## config.mk

```make
export PLATFORM = sky130hd
export DESIGN_NAME = speck_key_schedule
export DESIGN_NICKNAME = d
export VERILOG_FILES = /design/src/rtl/speck_key_schedule.sv
export SDC_FILE = /design/constraint.sdc
export NUM_CORES = 1
export LEC_CHECK = 0
export CAP_MARGIN = 20
export CORE_ASPECT_RATIO = 0.7
export CORE_MARGIN = 4
export CORE_UTILIZATION = 56
export CTS_CLUSTER_SIZE = 8
export DETAILED_ROUTE_END_ITERATION = 16
export HOLD_SLACK_MARGIN = 0.03
export PLACE_DENSITY = 0.87
export SYNTH_ARGS = -nofsm -noshare
export SYNTH_HDL_FRONTEND = slang
export SYNTH_SLANG_ARGS = --single-unit
```

## constraint.sdc

```tcl
create_clock -name clk -period 8.65 [get_ports clk]
set_clock_uncertainty 0.15 [all_clocks]
set_input_delay 2.595 -clock clk [delete_from_list [all_inputs] [get_ports clk]]
set_output_delay 2.595 -clock clk [all_outputs]
set_load 0.02 [all_outputs]
```

## src/rtl/speck_key_schedule.sv

```systemverilog
// Iterative SPECK64/128 key expansion: one master key in, ROUNDS round keys out on a valid/ready stream.
// Optional round-key register file for reverse-order readback is enabled by defining SPECK_RK_STORE_EN.
module speck_key_schedule #(
  parameter int WORD      = 32,
  parameter int ROUNDS    = 27,
  parameter int KEY_WORDS = 4,
  parameter int ALPHA     = 8,
  parameter int BETA      = 3,
  parameter int IDX_W     = $clog2(ROUNDS)
) (
  input  logic                      clk,
  input  logic                      rst_n,
  input  logic                      key_valid,
  output logic                      key_ready,
  input  logic [WORD*KEY_WORDS-1:0] key,
  output logic                      rk_valid,
  input  logic                      rk_ready,
  output logic [WORD-1:0]           rk_data,
  output logic [IDX_W-1:0]          rk_index,
  output logic                      rk_last
`ifdef SPECK_RK_STORE_EN
  ,
  input  logic [IDX_W-1:0]          rk_raddr,
  output logic [WORD-1:0]           rk_rdata
`endif
);

  localparam int ROT_A = ALPHA % WORD;
  localparam int ROT_B = BETA % WORD;
  localparam int L_WORDS = KEY_WORDS - 1;
  localparam logic [IDX_W-1:0] PENULT_IDX = IDX_W'(ROUNDS - 2);

  typedef enum logic {IDLE, RUN} state_t;

  state_t          state;
  logic [WORD-1:0] l_buf [L_WORDS];
  logic [WORD-1:0] l_ror;
  logic [WORD-1:0] k_rol;
  logic [WORD-1:0] l_new;
  logic [WORD-1:0] k_next;
  logic            rk_fire;

  assign rk_fire = rk_valid && rk_ready;

  // rk_data doubles as the running k register, so only the l words need a separate buffer.
  always_comb begin
    l_ror  = (l_buf[0] >> ROT_A) | (l_buf[0] << (WORD - ROT_A));
    k_rol  = (rk_data << ROT_B) | (rk_data >> (WORD - ROT_B));
    l_new  = (rk_data + l_ror) ^ WORD'(rk_index);
    k_next = k_rol ^ l_new;
  end

  always_ff @(posedge clk or negedge rst_n) begin
    if (!rst_n) begin
      state     <= IDLE;
      key_ready <= 1'b1;
      rk_valid  <= 1'b0;
      rk_data   <= '0;
      rk_index  <= '0;
      rk_last   <= 1'b0;
      for (int j = 0; j < L_WORDS; j++) l_buf[j] <= '0;
    end else begin
      case (state)
        IDLE: begin
          if (key_valid) begin
            rk_data <= key[WORD-1:0];
            for (int j = 0; j < L_WORDS; j++) l_buf[j] <= key[WORD*(j+1) +: WORD];
            rk_index  <= '0;
            rk_valid  <= 1'b1;
            rk_last   <= (ROUNDS == 1);
            key_ready <= 1'b0;
            state     <= RUN;
          end
        end
        RUN: begin
          if (rk_fire) begin
            if (rk_last) begin
              rk_valid  <= 1'b0;
              rk_last   <= 1'b0;
              key_ready <= 1'b1;
              state     <= IDLE;
            end else begin
              for (int j = 0; j < L_WORDS - 1; j++) l_buf[j] <= l_buf[j+1];
              l_buf[L_WORDS-1] <= l_new;
              rk_data  <= k_next;
              rk_index <= rk_index + 1'b1;
              rk_last  <= (rk_index == PENULT_IDX);
            end
          end
        end
        default: state <= IDLE;
      endcase
    end
  end

`ifdef SPECK_RK_STORE_EN
  logic [WORD-1:0] rk_store [ROUNDS];

  // Each key is captured as it is handed off, so a later job overwrites entries in emission order.
  always_ff @(posedge clk or negedge rst_n) begin
    if (!rst_n) begin
      for (int j = 0; j < ROUNDS; j++) rk_store[j] <= '0;
    end else if (rk_fire) begin
      rk_store[rk_index] <= rk_data;
    end
  end

  always_comb begin
    rk_rdata = '0;
    if (int'(rk_raddr) < ROUNDS) rk_rdata = rk_store[rk_raddr];
  end
`endif

endmodule

```

==> results of run 1 <==
## power by group through the flow
| stage | combinational (mW) | sequential (mW) | clock [mW] |
|---|---|---|---|
| floorplan | 1.61 | 1.21 | 0 |
| global placement | 2.27 | 1.20 | 0 |
| detailed placement | 2.31 | 1.22 | 0 |
| CTS | 2.36 | 1.22 | 0.788 |
| global route | 2.60 | 1.25 | 0.817 |
| finish | 2.38 | 1.22 | 0.784 |
## final cells by class
class	count	area [um2]
timing repair buffer	178	1780
clock buffer	19	443
multi-input combinational	651	4510
fill	997	3500
sequential	137	3430
clock inverter	13	190
tap	190	238
inverter	14	52.6
## per-layer routing
metal  part of all wire  global-route usage  vias up
met5                  0                   0        -
met4              0.010              0.0451        0
met3              0.089              0.0619       26
met2               0.46               0.447      371
met1               0.44               0.411     3616
li1                   -                   -     3398
## per-stage QoR
step / hold slack, ns / area, um2 / std cells / power [mW] / utilization
after global placement: 0.306 / 9990 / 1169 / 3.47 / 0.706
after CTS: 0.334 / 10600 / 1201 / 4.36 / 0.751
after floorplan: 0.300 / 8200 / 855 / 2.82 / -
final: 0.329 / 10600 / 1202 / 4.38 / 0.753
after detailed placement: 0.320 / 9990 / 1169 / 3.53 / 0.706
after global routing: 0.355 / 10600 / 1202 / 4.67 / 0.753
## cells in the final DEF, fill, tap and decap left out, types with 4 or more instances in the layout
cell                              count
sky130_fd_sc_hd__nand4_1              7
sky130_fd_sc_hd__o21ai_0            115
sky130_fd_sc_hd__nor2b_1              6
sky130_fd_sc_hd__a22oi_1             55
sky130_fd_sc_hd__nand3_1             12
sky130_fd_sc_hd__o211ai_1             4
sky130_fd_sc_hd__a211oi_1             5
sky130_fd_sc_hd__o21ai_1             18
sky130_fd_sc_hd__nor2_1              24
sky130_fd_sc_hd__xnor2_1             35
sky130_fd_sc_hd__clkdlybuf4s50_1    170
sky130_fd_sc_hd__inv_6                4
sky130_fd_sc_hd__a21oi_1             34
sky130_fd_sc_hd__a21o_1              10
sky130_fd_sc_hd__o21a_1               4
sky130_fd_sc_hd__clkbuf_16           17
sky130_fd_sc_hd__mux2i_1             66
sky130_fd_sc_hd__buf_4                6
sky130_fd_sc_hd__ha_1                33
sky130_fd_sc_hd__nand2_1            112
sky130_fd_sc_hd__dfrtp_1            135
sky130_fd_sc_hd__bufinv_16            4
sky130_fd_sc_hd__inv_1               14
sky130_fd_sc_hd__xor2_1              33
## flip-flops by register name (all words and copies together), names as in the netlist
register   flops
l_buf         96
rk_data       32
rk_index       5
key_ready      1
rk_last        1
rk_valid       1
state          1
## worst min path at each step
stage               cells after the start      start         to
finish                                  2  l_buf[54]  l_buf[54]
global route                            2  key_ready  key_ready
CTS                                     2  l_buf[51]  l_buf[51]
detailed placement                      2  l_buf[52]  l_buf[52]
global placement                        2  key_ready  key_ready
floorplan                               2  l_buf[32]  l_buf[32]
## critical path, stage by stage
cell                              delay (ns)
sky130_fd_sc_hd__clkdlybuf4s50_1        0.50
sky130_fd_sc_hd__nand3_1                0.12
sky130_fd_sc_hd__nor2_1                 0.15
sky130_fd_sc_hd__buf_4                  0.26
sky130_fd_sc_hd__nor2_4                 0.04
sky130_fd_sc_hd__buf_4                  0.37
sky130_fd_sc_hd__or4b_1                 0.59
sky130_fd_sc_hd__nand3_1                0.08
## logic make-up after synthesis
group | count (synthesis) | synth area share
AO/OA/AOI/OAI | 290 | 0.228
AND/OR/NAND/NOR | 190 | 0.106
flip-flops | 137 | 0.418
XOR/XNOR | 71 | 0.0810
buffers and inverters | 67 | 0.0334
multiplexers | 66 | 0.0806
adder cells (fa/ha/maj) | 34 | 0.0528
==> impl_metrics.sql, run 1 <==
INSERT INTO impl_metrics (metric_group, metric, value, unit) VALUES
('run_status', 'run_status', 'finished clean', ''),
('setup_path', 'crit-reg2reg-capture', 'rk_data[22]', ''),
('setup_path', 'worst-endpoint-required', '8.84', 'ns'),
('logic_synthesis', 'synth.yosys.seq_area_share', '0.418', ''),
('timing', 'slew_viol_final', '0', ''),
('logic_synthesis', 'postSynthRegisterBits', '137', ''),
('drt', 'antenna_left', '0', ''),
('die', 'rows', '36', ''),
('power', 'irDropWorstVdd', '0.218', 'mV'),
('power', 'power_report.internal_total', '2.46', 'mW'),
('grt', 'grt_first_pass_wirelength', '37900', 'um'),
('setup_path', 'cp-start-kind', 'input port', ''),
('cts', 'cts.htree.levels', '4', ''),
('timing', 'final_min_period_over_clock_period', '0.525', ''),
('logic_synthesis', 'post_synth_inst_count', '855', ''),
('logic_synthesis', 'yosys.cell_count.top_type', 'sky130_fd_sc_hd__dfrtp_1', ''),
('cts', 'ctsHoldBuffers', '0', ''),
('place', 'buffer_ports.inserted', '171', ''),
('power', 'net-switching-power', '1.93', 'mW'),
('timing', 'grt_setup_unrepaired', 'false', ''),
('drt', 'via_per_inst', '6.17', ''),
('grt', 'antenna_found_initial', '0', ''),
('cells_and_area', 'drive_gt1_frac', '0.0652', ''),
('die', 'floorplan_die_area', '16700', 'um2'),
('logic_synthesis', 'synth_edf_count', '0', ''),
('logic_synthesis', 'syn_area', '8200', 'um2'),
('worst_hold_path', 'timing.hold.worst.class', 'register to register', ''),
('grt', 'globalRoute.totalOverflow', '0', ''),
('setup_path', 'timing.critical_path.fanout_max', '92', ''),
('logic_synthesis', 'ys_warn_count', '0', ''),
('cts', 'number_of_gates_given_a_new_drive_strength_after_cts', '0', ''),
('drt', 'post_drt_wl_per_cell', '19.7', 'um'),
('cts', 'cts_tree', 'built', ''),
('timing', 'final_number_of_hold_violating_endpoints', '0', ''),
('timing', 'max-slew-margin-rel', '0.401', ''),
('logic_synthesis', 'post_synth_num_cell_types', '72', ''),
('power', 'p_leak', '4.91', 'nW'),
('logic_synthesis', 'synth.top_cells.by_count', 'sky130_fd_sc_hd__dfrtp_1, sky130_fd_sc_hd__o21ai_0, sky130_fd_sc_hd__nand2_1', ''),
('setup_path', 'reg2reg_from', 'rk_data[0]', ''),
('drt', 'drc_errors', '0', ''),
('grt', 'grt_pass1_vias', '7205', ''),
('die', 'starting_density_of_the_core', '0.580', ''),
('die', 'die_x', '153', 'um'),
('setup_path', 'worstSetupStartpoint', 'rk_ready', ''),
('setup_path', 'cp-end-kind', 'register', ''),
('setup_path', 'timing.critical_path.to', 'rk_data[31]', ''),
('cts', 'clockBufferDepth', '2', ''),
('logic_synthesis', 'ys_top_cells_by_area', 'sky130_fd_sc_hd__dfrtp_1, sky130_fd_sc_hd__mux2i_1, sky130_fd_sc_hd__o21ai_0, sky130_fd_sc_hd__nand2_1, sky130_fd_sc_hd__a22oi_1', ''),
('logic_synthesis', 'syn_area_per_cell', '9.59', 'um2'),
('timing', 'final.min_clock_period', '4.54', 'ns'),
('cts', 'clk_pin_slew_worst_paths', '0.06', 'ns'),
('logic_synthesis', 'post-synth-top-area-fraction', '0.415', ''),
('flow_run', 'max_cap_viol_count', '0', ''),
('cts', 'cts-root-buf', 'sky130_fd_sc_hd__clkbuf_16', ''),
('drt', 'dr.pass1.iters', '7', ''),
('logic_synthesis', 'synth.largest_area_cell', 'sky130_fd_sc_hd__dfrtp_1', ''),
('setup_path', 'setup.worst_path.class', 'input port to register', ''),
('setup_path', 'ff2ff_path_depth', '11', ''),
('cells_and_area', 'finish.net_count', '1165', ''),
('cts', 'clk_latency', '0.42', 'ns'),
('drt', 'first_iter_violations', '704', ''),
('timing', 'setup-tns-final', '0', 'ns'),
('place', 'placer_s_final_routability_congestion_estimate', '0.863', ''),
('die', 'chipHeight', '109', 'um'),
('grt', 'grt_max_degree', '99', ''),
('cts', 'cts_setup_buffers', '0', ''),
('cts', 'clock_sinks', '137', ''),
('logic_synthesis', 'mappedNetlistNets', '1021', ''),
('cells_and_area', 'diodes', '0', ''),
('power', 'sw_frac_of_total', '0.440', ''),
('setup_path', 'timing.critical_path.arrival', '4.73', 'ns');
Power figures use the tool's default switching activity.
==> inputs of run 2 (changes only) <==
CORE_UTILIZATION = 47   (was 56)
PLACE_DENSITY = 0.77   (was 0.87)
clock period = 3.9 ns   (was 8.65 ns; I/O delays follow)
==> impl_metrics.sql, run 2 (synthesis gave the netlist of run 1 again) <==
INSERT INTO impl_metrics (metric_group, metric, value, unit) VALUES
('setup_path', 'cp-start-kind', 'register', ''),
('setup_path', 'setup.worst_path.class', 'register to register', ''),
('cts', 'cts.htree.levels', '4', ''),
('setup_path', 'worst_path_largest_cell_delay', '0.46', 'ns'),
('power', 'power_per_cell_area', '896', 'nW/um2'),
('power', 'total_power', '9.61', 'mW'),
('grt', 'grt_pass1_vias', '7173', ''),
('cts', 'clock_sinks', '137', ''),
('cts', 'number_of_buffers_added_by_the_clock_tree_synthesis_step', '17', ''),
('die', 'floorplan_die_area', '19700', 'um2'),
('power', 'irDropWorstVdd', '0.376', 'mV'),
('die', 'io_pins', '172', ''),
('cells_and_area', 'most_common_cell_after_layout_fill_and_taps_aside', 'sky130_fd_sc_hd__clkdlybuf4s50_1', ''),
('setup_path', 'timing.critical_path.slowest_stage_cell', 'sky130_fd_sc_hd__dfrtp_1', ''),
('cells_and_area', 'largest-register', 'l_buf', ''),
('timing', 'final_min_period_over_clock_period', '0.803', ''),
('grt', 'globalRoute.totalOverflow', '0', ''),
('cells_and_area', 'largest_register_ffs', '96', ''),
('die', 'starting_density_of_the_core', '0.479', ''),
('setup_path', 'path_delay_family', 'compound AO/OA/AOI/OAI gates', ''),
('setup_path', 'timing.critical_path.arrival', '3.27', 'ns'),
('cts', 'number_of_gates_given_a_new_drive_strength_after_cts', '0', ''),
('timing', 'final.min_clock_period', '3.13', 'ns'),
('drt', 'first_iter_violations', '607', ''),
('drt', 'dr.pass1.iters', '5', ''),
('setup_path', 'timing.critical_path.fanout_max', '7', ''),
('cts', 'cts-root-buf', 'sky130_fd_sc_hd__clkbuf_16', ''),
('cells_and_area', 'finish.net_count', '1166', ''),
('setup_path', 'cp-end-kind', 'register', ''),
('place', 'buffer_ports.inserted', '171', ''),
('timing', 'setup-violations-final', '0', ''),
('cells_and_area', 'area.sequential', '3430', 'um2'),
('timing', 'worstMarginPinSlew', '0.805', 'ns'),
('cells_and_area', 'flow.area_growth_from_synthesis', '30.7', '%'),
('flow_run', 'max_cap_viol_count', '0', ''),
('grt', 'antenna_found_initial', '0', ''),
('cells_and_area', 'drive_gt1_frac', '0.0671', ''),
('setup_path', 'worst-endpoint-required', '4.04', 'ns'),
('cts', 'cts_tree', 'built', ''),
('timing', 'achievable_frequency', '319', 'MHz'),
('timing', 'final_number_of_hold_violating_endpoints', '0', ''),
('cells_and_area', 'reg_top3', 'l_buf (96), rk_data (32), rk_index (5)', ''),
('cts', 'clk_latency', '0.43', 'ns'),
('drt', 'route.vias.total', '7204', ''),
('grt', 'grt_first_pass_wirelength', '39000', 'um'),
('place', 'placer_s_final_routability_congestion_estimate', '0.900', ''),
('drt', 'post_drt_wl_per_cell', '19.5', 'um'),
('power', 'p_leak', '4.92', 'nW'),
('cts', 'clockBufferDepth', '2', ''),
('worst_hold_path', 'timing.hold.worst.class', 'register to register', ''),
('die', 'core', '17100', 'um2'),
('timing', 'grt_setup_unrepaired', 'false', ''),
('cells_and_area', 'filler_cell_count', '1461', ''),
('timing', 'worst_hold_slack', '0.329', 'ns'),
('cells_and_area', 'diodes', '0', ''),
('place', 'place.detailed.hpwl', '17400', 'um'),
('drt', 'via_per_inst', '5.79', ''),
('run_status', 'run_status', 'finished clean', ''),
('cells_and_area', 'final_cell_mix', 'sky130_fd_sc_hd__clkdlybuf4s50_1, sky130_fd_sc_hd__dfrtp_1, sky130_fd_sc_hd__o21ai_0', ''),
('timing', 'slew_viol_final', '0', ''),
('setup_path', 'crit_path_cell_trace', 'ha_1 -> a21oi_1 -> o221ai_1 -> a21oi_2 -> o21ai_0 -> a21boi_0 -> xor2_1 -> xor2_1 -> o21ai_0', ''),
('cells_and_area', 'multi_input_area', '4510', 'um2'),
('drt', 'drc_errors', '0', ''),
('die', 'rows', '40', ''),
('die', 'chipHeight', '118', 'um'),
('cts', 'cts_setup_buffers', '0', ''),
('setup_path', 'buffers_inverters_on_critical_path', '0', ''),
('grt', 'grt_max_degree', '104', ''),
('timing', 'setup-tns-final', '0', 'ns'),
('drt', 'antenna_left', '0', ''),
('drt', 'wl', '24200', 'um'),
('cts', 'clk_pin_slew_worst_paths', '0.06', 'ns'),
('cts', 'ctsHoldBuffers', '0', ''),
('die', 'die_x', '166', 'um'),
('grt', 'groute.usage.overall', '0.247', ''),
('timing', 'max-slew-margin-rel', '0.464', '');
[run 2: cell count changes in the layout (fill, tap and decap cells not counted)]
cell,previous run,this run
sky130_fd_sc_hd__clkbuf_1,1,0
sky130_fd_sc_hd__clkinv_4,2,1
sky130_fd_sc_hd__clkinv_2,2,3
sky130_fd_sc_hd__bufinv_16,4,2
sky130_fd_sc_hd__clkinvlp_4,1,3
sky130_fd_sc_hd__clkbuf_8,1,5
sky130_fd_sc_hd__buf_12,1,4
sky130_fd_sc_hd__buf_4,6,4
sky130_fd_sc_hd__inv_6,4,1
[run 2: through the flow]
stage | setup WS [ns] | util | area [um2] | std cells
after global routing | 0.621 | 0.626 | 10700 | 1244
final | 0.767 | 0.626 | 10700 | 1244
after CTS | 0.800 | 0.626 | 10700 | 1244
after floorplan | 0.994 | - | 8200 | 855
after detailed placement | 0.783 | 0.590 | 10100 | 1212
after global placement | 0.774 | 0.590 | 10100 | 1212
[run 2: tightest hold or removal path: cells and delay by family (launching register included)]
kind            cells  cell delay, ns
compound gates      1            0.06
simple gates        1            0.04
flops               1            0.34
[run 2: layer usage]
layer	GRT usage	part of all wire	up-vias	wire, um
met1	0.376	0.49	3447	11800
met2	0.343	0.42	326	10100
met5	0	0	-	0
li1	-	-	3400	-
met3	0.0715	0.084	31	2040
met4	0.0613	0.012	0	286
[run 2: power breakdown]
| group | switching (mW) | leakage, nW | internal [mW] | total, mW |
|---|---|---|---|---|
| combinational | 2.94 | 2.89 | 2.29 | 5.23 |
| clock | 0.643 | 0.295 | 1.03 | 1.67 |
| sequential | 0.640 | 1.73 | 2.07 | 2.71 |
[run 2: worst paths after layout]
check / start / end / slack, ns / cells past startpoint
max: rk_data[12] / rk_data[17] / 0.77 / 9
min: l_buf[52] / l_buf[52] / 0.33 / 2
max reg2reg: rk_data[12] / rk_data[17] / 0.77 / 9
min reg2reg: l_buf[52] / l_buf[52] / 0.33 / 2
max in group asynchronous: rst_n / l_buf[95] / 2.14 / 2
min in group asynchronous: rst_n / l_buf[43] / 0.63 / 1
[run 2: cell type report]
| cell class | count | area share |
|---|---|---|
| well taps | 231 | 0.0270 |
| multi-input cells | 651 | 0.421 |
| repair buffers | 179 | 0.170 |
| clock inverters | 10 | 0.0107 |
| inverters | 14 | 0.00490 |
| flip-flops and latches | 137 | 0.320 |
| clock buffers | 22 | 0.0461 |
==> RTL edit 1: new RTL, flow settings as in run 2 <==
Set the parameter `ROUNDS` to 54 (it was 27).
--- a/src/rtl/speck_key_schedule.sv
+++ b/src/rtl/speck_key_schedule.sv
@@ -2,7 +2,7 @@
 // Optional round-key register file for reverse-order readback is enabled by defining SPECK_RK_STORE_EN.
 module speck_key_schedule #(
   parameter int WORD      = 32,
-  parameter int ROUNDS    = 27,
+  parameter int ROUNDS    = 54,
   parameter int KEY_WORDS = 4,
   parameter int ALPHA     = 8,
   parameter int BETA      = 3,
Interface: changed (resized rk_index); port bits go from 172 to 173. The function was not compared with the original's and may differ.
==> RTL edit 1 against run 2 <==
  * Critical path depth rose by 1
  * Critical endpoint is now l_buf[20]$_DFFE_PN0P_
  * Worst setup slack better by 82 ps
  * Routed wire length up 0.59%
  * Cell area grew 0.28%
  * Synthesized area is 0.47% higher
  * Largest power group unchanged
  * Combinational power rose by 38%
  * Sequential cell count is 1 higher
  * Die area rose by 0.45%
  * Non-clock buffer count grew 3
  * Utilization about the same
  * Power up 22%
==> RTL edit 1: results (changes against run 2) <==
fraction of layout cells with a size suffix above 1=6.034% (-0.68 points); vias in the first global route=7187 (+0.20%); Port Buf Inserts=172 (+0.58%); met1 wire length=11780 um (-0.30%); first-pass GRT wire length=39490 um (+1.1%); routed wl met2=10110 um (+0.50%); Psw=0.005401 W (+28%); DRT Pass-1 Iters=5 (unchanged); largest net degree at the start of global routing=79 (-24%); Total GRT Usage=24.96% (+0.26 points); post-synthesis sequential area ratio=41.94% (+0.11 points); DRT iter0 DRCs=681 (+12%); ant diodes=0 (unchanged); largest registers=l_buf: 96 flops, rk_data: 32 flops, rk_index: 6 flops; measured slew at the worst slew-check pin=683.4 ps (-121.3 ps); Yosys cell types=70 (-2.8%); Post-synth top cells=137 x dfrtp_1, 93 x a21oi_1, 89 x nor2_1, 66 x mux2i_1, 56 x a22oi_1; outcome=complete, no violations; maximum VDD drop=0.0003973 V (+5.7%); filler instances=1404 (-3.9%); syn_nets=1019 (-0.20%); gpl congestion=0.8947 (-0.60%); Arr. time, crit path=3220 ps (-50 ps); beginning of the worst hold path=key_ready$_DFFE_PN1P_; ranking of synthesized cells by area=dfrtp_1 42%, mux2i_1 8.0%, a21oi_1 5.7%, a22oi_1 5.1%, ha_1 5.0%; worst-path fanout max=5 (-2); detailed-route via count=7299 (+1.3%); leakage power=4.874 nW (-0.90%); dpl hpwl=17700 um (+1.7%); Critical R2R Launch=rk_data[0]$_DFFE_PN0P_
## RTL edit 1: cell types whose count changed in the layout (fill, tap and decap cells not counted), sizes merged, moves of 3 or more
cell,run 2,this run
nand2,114,43
o21ai,136,69
a21oi,35,100
nor2,26,90
xnor2,35,29
a21o,10,14
and3,0,4
nand3,12,8
xnor3,2,6
a31oi,3,6
o21bai,1,4
or3,1,4
or4,3,0
## RTL edit 1: through the flow
step           worst slack [ps]  std cells
2_1_floorplan              1070        853
3_3_place_gp              672.3       1212
3_5_place_dp              695.6       1212
4_1_cts                   888.0       1242
5_1_grt                   656.8       1242
6_report                  848.3       1242
## RTL edit 1: path summary, 6_finish.rpt
kind,endpoint,slack (ps),depth (start not counted)
min,key_ready$_DFFE_PN1P_,320,2
min reg2reg,key_ready$_DFFE_PN1P_,320,2
max in group asynchronous,l_buf[55]$_DFFE_PN0P_,2240,2
max,l_buf[20]$_DFFE_PN0P_,850,10
max reg2reg,l_buf[20]$_DFFE_PN0P_,850,10
min in group asynchronous,l_buf[41]$_DFFE_PN0P_,560,1
## RTL edit 1: cells by family (layout without fill, tap and decap cells)
group	Yosys count	in the layout	synth area share [%]
compound gates	293	293	22.66
xor+xnor	69	69	8.522
fa+ha+maj	34	34	5.256
buf+inv	67	225	3.372
flops	138	138	41.94
mux	66	66	8.021
simple gates	186	186	10.22
## RTL edit 1: power groups by stage
stage	clock network [W]	registers [W]	logic, W
after global placement	0	0.00280	0.00700
after global routing	0.00174	0.00291	0.00794
final	0.00165	0.00282	0.00723
after floorplan	0	0.00276	0.00512
after CTS	0.00167	0.00281	0.00717
after detailed placement	0	0.00282	0.00708
## RTL edit 1: final cells by class
| type | count | area [um2] | area share [%] |
|---|---|---|---|
| multi-input combinational | 648 | 4527 | 42.12 |
| tap | 231 | 289.0 | 2.689 |
| inverter | 13 | 48.80 | 0.4541 |
| sequential | 138 | 3458 | 32.18 |
| timing repair buffer | 182 | 1823 | 16.96 |
| clock inverter | 10 | 143.9 | 1.339 |
| clock buffer | 20 | 456.7 | 4.250 |
## RTL edit 1: critical path, stage by stage (launching register included)
cell and delay, ps:
dfrtp_1 400, ha_1 230, inv_1 70, fa_1 400, nor2b_1 180, o211a_1 190
o221ai_1 160, a211o_1 410, a311oi_1 270, and3b_1 240, o21ai_1 240
## RTL edit 1: per-layer routing
metal	vias to the layer above	GRT usage [%]
li1	3420	-
met1	3538	38.01
met2	319	35.02
met3	22	8.258
met4	0	4.241
met5	-	0
==> RTL edit 2: new RTL, flow settings as in run 2 <==
Made on the original files. Add an input register stage for `key_valid`, without a reset; this delays it by one clock. The other inputs are not delayed to match.
--- a/src/rtl/speck_key_schedule.sv
+++ b/src/rtl/speck_key_schedule.sv
@@ -32,6 +32,12 @@
 
   typedef enum logic {IDLE, RUN} state_t;
 
+  logic key_valid_q;
+
+  always_ff @(posedge clk) begin
+    key_valid_q <= key_valid;
+  end
+
   state_t          state;
   logic [WORD-1:0] l_buf [L_WORDS];
   logic [WORD-1:0] l_ror;
@@ -62,7 +68,7 @@
     end else begin
       case (state)
         IDLE: begin
-          if (key_valid) begin
+          if (key_valid_q) begin
             rk_data <= key[WORD-1:0];
             for (int j = 0; j < L_WORDS; j++) l_buf[j] <= key[WORD*(j+1) +: WORD];
             rk_index  <= '0;
Check against the original RTL: not equivalent (a bounded check fails within 4 cycles, from zero or initial values and one cycle with rst_n low).
==> RTL edit 2 against run 2 <==
  * Power shrank 12%
  * Global-route usage decreased by 1.1 points
  * Critical path depth is 3 higher
  * Combinational power is 20% lower
  * Sequential cell count up 1
  * Cell area increased by 2.0%
  * Via count rose by 0.93%
  * Synthesized area is 3.0% higher
  * Worst setup slack worse by 85 ps
  * Routed wire length down 1.9%
  * Critical endpoint is now rk_data[30]$_DFFE_PN0P_
==> RTL edit 2: results (changes against run 2) <==
Arr. time, crit path=3370 ps (+100 ps); beginning of the worst hold path=key_ready$_DFFE_PN1P_; post-synthesis sequential area ratio=40.86% (-0.98 points); non-filler cells, final=1311 (+5.4%); Post-synth top cells=155 x nand2_1, 136 x dfrtp_1, 130 x o21ai_0, 95 x mux2i_1, 62 x a21oi_1; cell count of the worst reg-to-reg path=12 (+3); vias in the first global route=7196 (+0.32%); Tmin final=3218 ps (+85.00 ps); Total GRT Usage=23.56% (-1.1 points); Seq pwr share=30.0% (+1.8 points); syn_nets=1091 (+6.9%); outcome=complete, no violations; dpl hpwl=17370 um (-0.18%); Yosys cell types=73 (+1.4%); nets@finish=1233 (+5.7%); reg-to-reg setup timing slack=680 ps (-80 ps); P per Cell Area=772.6 mW/mm2 (-14%); Port Buf Inserts=171 (unchanged); gpl congestion=0.8763 (-2.6%); fraction of layout cells with a size suffix above 1=6.204% (-0.51 points); ranking of synthesized cells by area=dfrtp_1 40%, mux2i_1 11%, o21ai_0 7.7%, nand2_1 6.9%, ha_1 4.9%; antenna violations before repair=1 (+1); filler instances=1469 (+0.55%); max_slew headroom=46.66% (+0.31 points); detailed-route via count=7271 (+0.93%); maximum VDD drop=0.0003287 V (-13%); Post-Syn Instances=925 (+8.2%); crit-path max cell delay=410 ps (-50 ps); placed instance area=0.01030 mm2 (+1.9%); leakage power=5.497 nW (+12%); CTS H-Tree Depth=4 (unchanged); Critical R2R Capture=rk_data[30]$_DFFE_PN0P_; Routed Wire Length=23730 um (-1.9%); first-pass GRT wire length=37670 um (-3.5%); Psw=0.003457 W (-18%); pre-CTS setup slack=582.0 ps (-200.6 ps); # Post-CTS Setup Buffers=0 (unchanged); Comb. pwr=0.00417 W (-20%)
==> RTL edit 2: how the worst max path moves through the flow <==
stage	start	end	cells past startpoint
finish	rk_data[0]$_DFFE_PN0P_	rk_data[30]$_DFFE_PN0P_	12
global route	rk_data[0]$_DFFE_PN0P_	l_buf[30]$_DFFE_PN0P_	12
CTS	rk_data[0]$_DFFE_PN0P_	l_buf[30]$_DFFE_PN0P_	12
detailed placement	rk_ready	rk_data[1]$_DFFE_PN0P_	7
global placement	rk_ready	rk_data[1]$_DFFE_PN0P_	7
floorplan	rk_data[0]$_DFFE_PN0P_	rk_data[24]$_DFFE_PN0P_	12
==> RTL edit 2: final cells by class <==
type / count / share of cell area (%)
Multi-Input combinational cell: 716 / 42.80
Sequential cell: 138 / 31.58
Timing Repair Buffer: 179 / 16.67
Clock buffer: 18 / 4.016
Tap cell: 231 / 2.643
Clock inverter: 14 / 1.774
Inverter: 15 / 0.5149
==> RTL edit 2: per-stage QoR <==
step	hold WS, ps	total power, W
4_1_cts	333.1	0.008463
6_report	327.2	0.008448
3_5_place_dp	320.0	0.006684
5_1_grt	344.8	0.009075
2_1_floorplan	299.6	0.005347
3_3_place_gp	310.3	0.006594
==> RTL edit 2: cells by family after synthesis <==
family,after synthesis,synth area share [%]
AO/OA/AOI/OAI,256,17.40
XOR/XNOR,68,7.914
adder cells (fa/ha/maj),34,5.128
buffers and inverters,71,3.808
flip-flops,138,40.86
multiplexers,95,11.26
AND/OR/NAND/NOR,263,13.63
==> RTL edit 2: layer usage <==
metal	track usage (%)	vias up	routed length [um]
met3	6.915	25	1883
met1	34.76	3452	11680
met2	33.75	253	9862
met4	6.234	2	293
li1	-	3539	-
met5	0	-	13
